===== src/rtl/axi_info_pkg.sv =====
// Shared types for the info-ROM stream reader: AXI read responses and FSM states.
package axi_info_pkg;

   typedef enum logic [1:0] {
      OKAY   = 2'd0,
      EXOKAY = 2'd1,
      SLVERR = 2'd2,
      DECERR = 2'd3
   } resp_e;

   typedef enum logic [1:0] {
      IDLE  = 2'd0,
      ADDR  = 2'd1,
      RESP  = 2'd2,
      DRAIN = 2'd3
   } state_e;

   // Word index width; a single-word run still needs one bit.
   function automatic int idx_width(input int n);
      return (n > 1) ? $clog2(n) : 1;
   endfunction

endpackage


===== src/rtl/axi_info_reader.sv =====
// Reads N consecutive words over AXI-lite, one read outstanding, and forwards
// them in address order on an AXI-stream output with a sticky error summary.
//
// state | meaning
// IDLE  | waiting for start
// ADDR  | AR issued for word idx, waiting for ARREADY
// RESP  | waiting for R of word idx; RREADY only when the output slot frees
// DRAIN | last word loaded, waiting for the output register to empty
module axi_info_reader
   import axi_info_pkg::*;
#(
   parameter int                    N          = 4,
   parameter int                    ADDR_WIDTH = 32,
   parameter int                    DATA_WIDTH = 32,
   parameter logic [ADDR_WIDTH-1:0] BASE       = '0,
   parameter int                    STRIDE     = DATA_WIDTH / 8
) (
   input  logic                  clk,
   input  logic                  rst,
   input  logic                  start,
   output logic                  busy,
   output logic                  done,
   output logic                  err,
   output logic                  m_axi_ARVALID,
   input  logic                  m_axi_ARREADY,
   output logic [ADDR_WIDTH-1:0] m_axi_ARADDR,
   output logic [2:0]            m_axi_ARPROT,
   input  logic                  m_axi_RVALID,
   output logic                  m_axi_RREADY,
   input  logic [DATA_WIDTH-1:0] m_axi_RDATA,
   input  logic [1:0]            m_axi_RRESP,
   output logic                  m_axis_tvalid,
   input  logic                  m_axis_tready,
   output logic [DATA_WIDTH-1:0] m_axis_tdata,
   output logic                  m_axis_tuser,
   output logic                  m_axis_tlast
);

   localparam int               IDX_W    = idx_width(N);
   localparam logic [IDX_W-1:0] LAST_IDX = IDX_W'(N - 1);

   state_e           state, state_nxt;
   logic [IDX_W-1:0] idx;
   logic             ar_hs;
   logic             r_hs;
   logic             resp_bad;
   logic             out_free;
   logic             is_last;

   assign ar_hs    = m_axi_ARVALID && m_axi_ARREADY;
   assign r_hs     = m_axi_RVALID && m_axi_RREADY;
   assign resp_bad = (m_axi_RRESP != OKAY);
   assign out_free = !m_axis_tvalid || m_axis_tready;
   assign is_last  = (idx == LAST_IDX);

   assign m_axi_ARVALID = (state == ADDR);
   assign m_axi_ARPROT  = 3'b000;
   // Address wraps modulo 2^ADDR_WIDTH by construction of the sized arithmetic.
   assign m_axi_ARADDR  = BASE + ADDR_WIDTH'(idx) * ADDR_WIDTH'(STRIDE);
   assign m_axi_RREADY  = (state == RESP) && out_free;

   assign busy = (state != IDLE);
   assign done = (state == DRAIN) && out_free;

   always_comb begin
      state_nxt = state;
      unique case (state)
         IDLE:    if (start) state_nxt = ADDR;
         ADDR:    if (ar_hs) state_nxt = RESP;
         RESP:    if (r_hs)  state_nxt = is_last ? DRAIN : ADDR;
         DRAIN:   if (out_free) state_nxt = IDLE;
         default: state_nxt = IDLE;
      endcase
   end

   always_ff @(posedge clk) begin
      if (rst) begin
         state <= IDLE;
         idx   <= '0;
         err   <= 1'b0;
      end else begin
         state <= state_nxt;
         if (state == IDLE && start) begin
            idx <= '0;
            err <= 1'b0;
         end else if (r_hs) begin
            err <= err | resp_bad;
            if (!is_last) idx <= idx + 1'b1;
         end
      end
   end

   // One-entry output register; load and unload may coincide.
   always_ff @(posedge clk) begin
      if (rst) begin
         m_axis_tvalid <= 1'b0;
         m_axis_tdata  <= '0;
         m_axis_tuser  <= 1'b0;
         m_axis_tlast  <= 1'b0;
      end else if (r_hs) begin
         m_axis_tvalid <= 1'b1;
         m_axis_tdata  <= m_axi_RDATA;
         m_axis_tuser  <= resp_bad;
         m_axis_tlast  <= is_last;
      end else if (m_axis_tready) begin
         m_axis_tvalid <= 1'b0;
      end
   end

endmodule


===== config.mk =====
export PLATFORM = sky130hd
export DESIGN_NAME = axi_info_reader
export DESIGN_NICKNAME = d
export VERILOG_FILES = /design/src/rtl/axi_info_pkg.sv /design/src/rtl/axi_info_reader.sv
export SDC_FILE = /design/constraint.sdc
export NUM_CORES = 1
export LEC_CHECK = 0
export ABC_AREA = 1
export CORE_MARGIN = 3
export CORE_UTILIZATION = 33
export DETAILED_ROUTE_END_ITERATION = 7
export DONT_BUFFER_PORTS = 1
export GPL_TIMING_DRIVEN = 0
export SYNTH_ARGS = -nofsm -noshare
export SYNTH_HDL_FRONTEND = slang
export SYNTH_SLANG_ARGS = --single-unit

===== constraint.sdc =====
create_clock -name clk -period 1.2 [get_ports clk]
set_input_delay 0.3 -clock clk [delete_from_list [all_inputs] [get_ports clk]]
set_output_delay 0.3 -clock clk [all_outputs]
set_load 0.02 [all_outputs]

==> flow_summary.ini <==
[worst_setup_path]
cp_max_fo = 5
cp.arrival_ps = 1080
critical_path_class = register to primary output
start_kind = register
required_ps = 900
crit_path_end_kind = primary output

[global_routing]
grt_overflow = 0
grt_pass1_wl_um = 6982
first_global_vias = 1410
grt_max_degree = 13
grt_util_all_layers = 0.1402
antenna_found_initial = 0

[cells_and_area]
layout.nets = 334
area_growth_pct = 45.75
ff_latch_area_um2 = 812.0
layout_common_cells = nand2_1 (43), buf_4 (42), dfxtp_1 (35)
post-route-util = 0.5179
final_common_cell = nand2_1
multi_input_area_mm2 = 0.001072
final_cell_area_mm2 = 0.002746
fill_cells = 515
layout-drive-gt1-share = 0.4456
fin_cells = 364
antenna_cells = 0

[power_and_ir_drop]
combPwrFrac = 0.321
power.density_mw_per_mm2 = 1526
sw_frac_of_total = 0.3311
p_int_w = 0.002803
seqPwrFrac = 0.391
p_leak_nw = 1.069
p_switching_w = 0.001387
peakVddDrop_v = 0.0008609
clkPwrFrac = 0.288

[placement]
io_buffers = 0
dp_hpwl_um = 3521
placed_area_mm2 = 0.002095
place_congestion = 0.6925
place_inst = 340
pre_cts_ws_ps = -152.3

[cts]
cts_buffer_depth = 2
clk_pin_slew_ps = 80
cts_buffers = 5
insertion_delay_ps = 290
cts.sinks = 40
root_buffer = clkbuf_8
h-tree-depth = 2
cts_tree = yes

[status]
violations = setup timing
status = finished with violations

[floorplan]
core.rowCount = 26
io_pins = 115
die-area_mm2 = 0.006653
start_util = 0.3554
coreArea_mm2 = 0.005303
die_w_um = 81.57
die_h_um = 81.57

[logic_synthesis]
synth_area_mm2 = 0.001884
yosysSeqAreaShare = 0.4250
syn_avg_cell_area_um2 = 7.917
synth_cell_types = 22
synthCells = 238
synth_seq_cells = 40
yosysWarnings = 0

[sta]
maxSlewViolCount = 0
skew_ps = 4.792
fin_ws_ps = -182.2
hold_viol = 0
period_needed_ps = 1382
relSlewSlack = 0.5223
final.period_utilization = 1.152
rsz0062_at_grt = yes
setup_viol = 36
whs_ps = 130.4
tightest_slew_ps = 716.5
max_clock_freq_mhz = 723.5

[worst_hold_path]
hold_class = input port to register

[detailed_routing]
final_antenna_net_count = 0
via_count = 1632
wl_per_cell_um = 14.43
drtPass1Iterations = 4
drt-initial-drc-count = 34
routed_via_density = 4.484
routed_wl_um = 5253
drc = 0

[job]
drv_cap = 0
==> path summary, 6_finish.rpt <==
| path | start | slack (ps) | endpoint | depth (start not counted) |
|---|---|---|---|---|
| max | state[0]$_SDFFE_PP0P_ | -180 | m_axi_RREADY | 4 |
| max reg2reg | state[0]$_SDFFE_PP0P_ | -110 | m_axis_tdata[8]$_SDFFE_PP0P_ | 8 |
| min | m_axi_RDATA[15] | 130 | m_axis_tdata[15]$_SDFFE_PP0P_ | 2 |
| min reg2reg | idx[1]$_SDFFE_PP0P_ | 540 | idx[1]$_SDFFE_PP0P_ | 2 |
==> cell usage after synthesis (all sizes together) <==
| cell type | count | area [µm²] |
|---|---|---|
| nand2 | 45 | 176.4 |
| buf | 43 | 340.3 |
| a21oi | 40 | 204.0 |
| dfxtp | 40 | 800.8 |
| nand3 | 38 | 212.7 |
| inv | 14 | 52.55 |
| nor2 | 8 | 42.54 |
| clkbuf | 4 | 15.01 |
| o21ai | 2 | 10.01 |
| conb | 1 | 3.750 |
| ha | 1 | 12.51 |
| nand4 | 1 | 6.260 |
| o211ai | 1 | 7.510 |
==> registers in the layout, indices dropped and copies added (netlist names) <==
| signal | flops |
|---|---|
| m_axis_tvalid | 1 |
| m_axis_tuser | 1 |
| state | 2 |
| err | 1 |
| m_axis_tlast | 1 |
| m_axis_tdata | 32 |
| idx | 2 |
==> power by group through the flow <==
stage	combinational [W]	clock [W]	sequential, W
4_1_cts	0.000925	0.00125	0.00164
3_3_place_gp	0.000797	0	0.00166
3_5_place_dp	0.000801	0	0.00167
2_1_floorplan	0.000681	0	0.00164
5_1_grt	0.00146	0.00131	0.00165
6_report	0.00135	0.00121	0.00164
==> cell families (layout without fill, tap and decap cells) <==
| group | count (synthesis) | count (layout) | share of synthesized area |
|---|---|---|---|
| DFF | 40 | 40 | 0.4250 |
| AOI/OAI and AO/OA | 43 | 43 | 0.1175 |
| other | 1 | 33 | 0.001990 |
| adders and majority gates | 1 | 1 | 0.006639 |
| and+or+nand+nor | 92 | 93 | 0.2324 |
| buffers and inverters | 61 | 84 | 0.2165 |
==> worst max-delay path: stages, from the launching register on <==
cell,delay [ps]
dfxtp_4,360
inv_4,60
nand2_4,50
nor2_4,170
buf_8,150
==> final cells by class <==
type / instances / share of cell area
Buffer: 47 / 0.1367
Clock buffer: 7 / 0.03508
Clock inverter: 1 / 0.01093
Inverter: 14 / 0.02005
Multi-Input combinational cell: 170 / 0.3904
Sequential cell: 40 / 0.2957
Tap cell: 70 / 0.03189
Timing Repair Buffer: 15 / 0.07927
==> timing repair <==
action | 4_1_cts | 5_1_grt
setup endpoints to repair | 40 | 44
hold buffers | 0 | 0
buffers inserted | 5 | 6
resized for setup | 17 | 61
pin swaps | 2 | 16
cloned | 1 | 4
==> layer usage <==
| metal | wire, µm | vias to the layer above | global-route usage |
|---|---|---|---|
| met5 | 0 | - | 0 |
| met4 | 46 | 0 | 0.04054 |
| met3 | 653 | 6 | 0.07127 |
| met2 | 2484 | 78 | 0.2239 |
| met1 | 2069 | 718 | 0.1643 |
| li1 | - | 830 | - |
==> metrics by stage <==
stage	TNS (ps)	total power (W)
floorplan	0	0.002320
global placement	-3873	0.002461
detailed placement	-4227	0.002467
CTS	-2309	0.003820
global route	-5046	0.004415
finish	-2573	0.004190
Power figures use the tool's default switching activity.
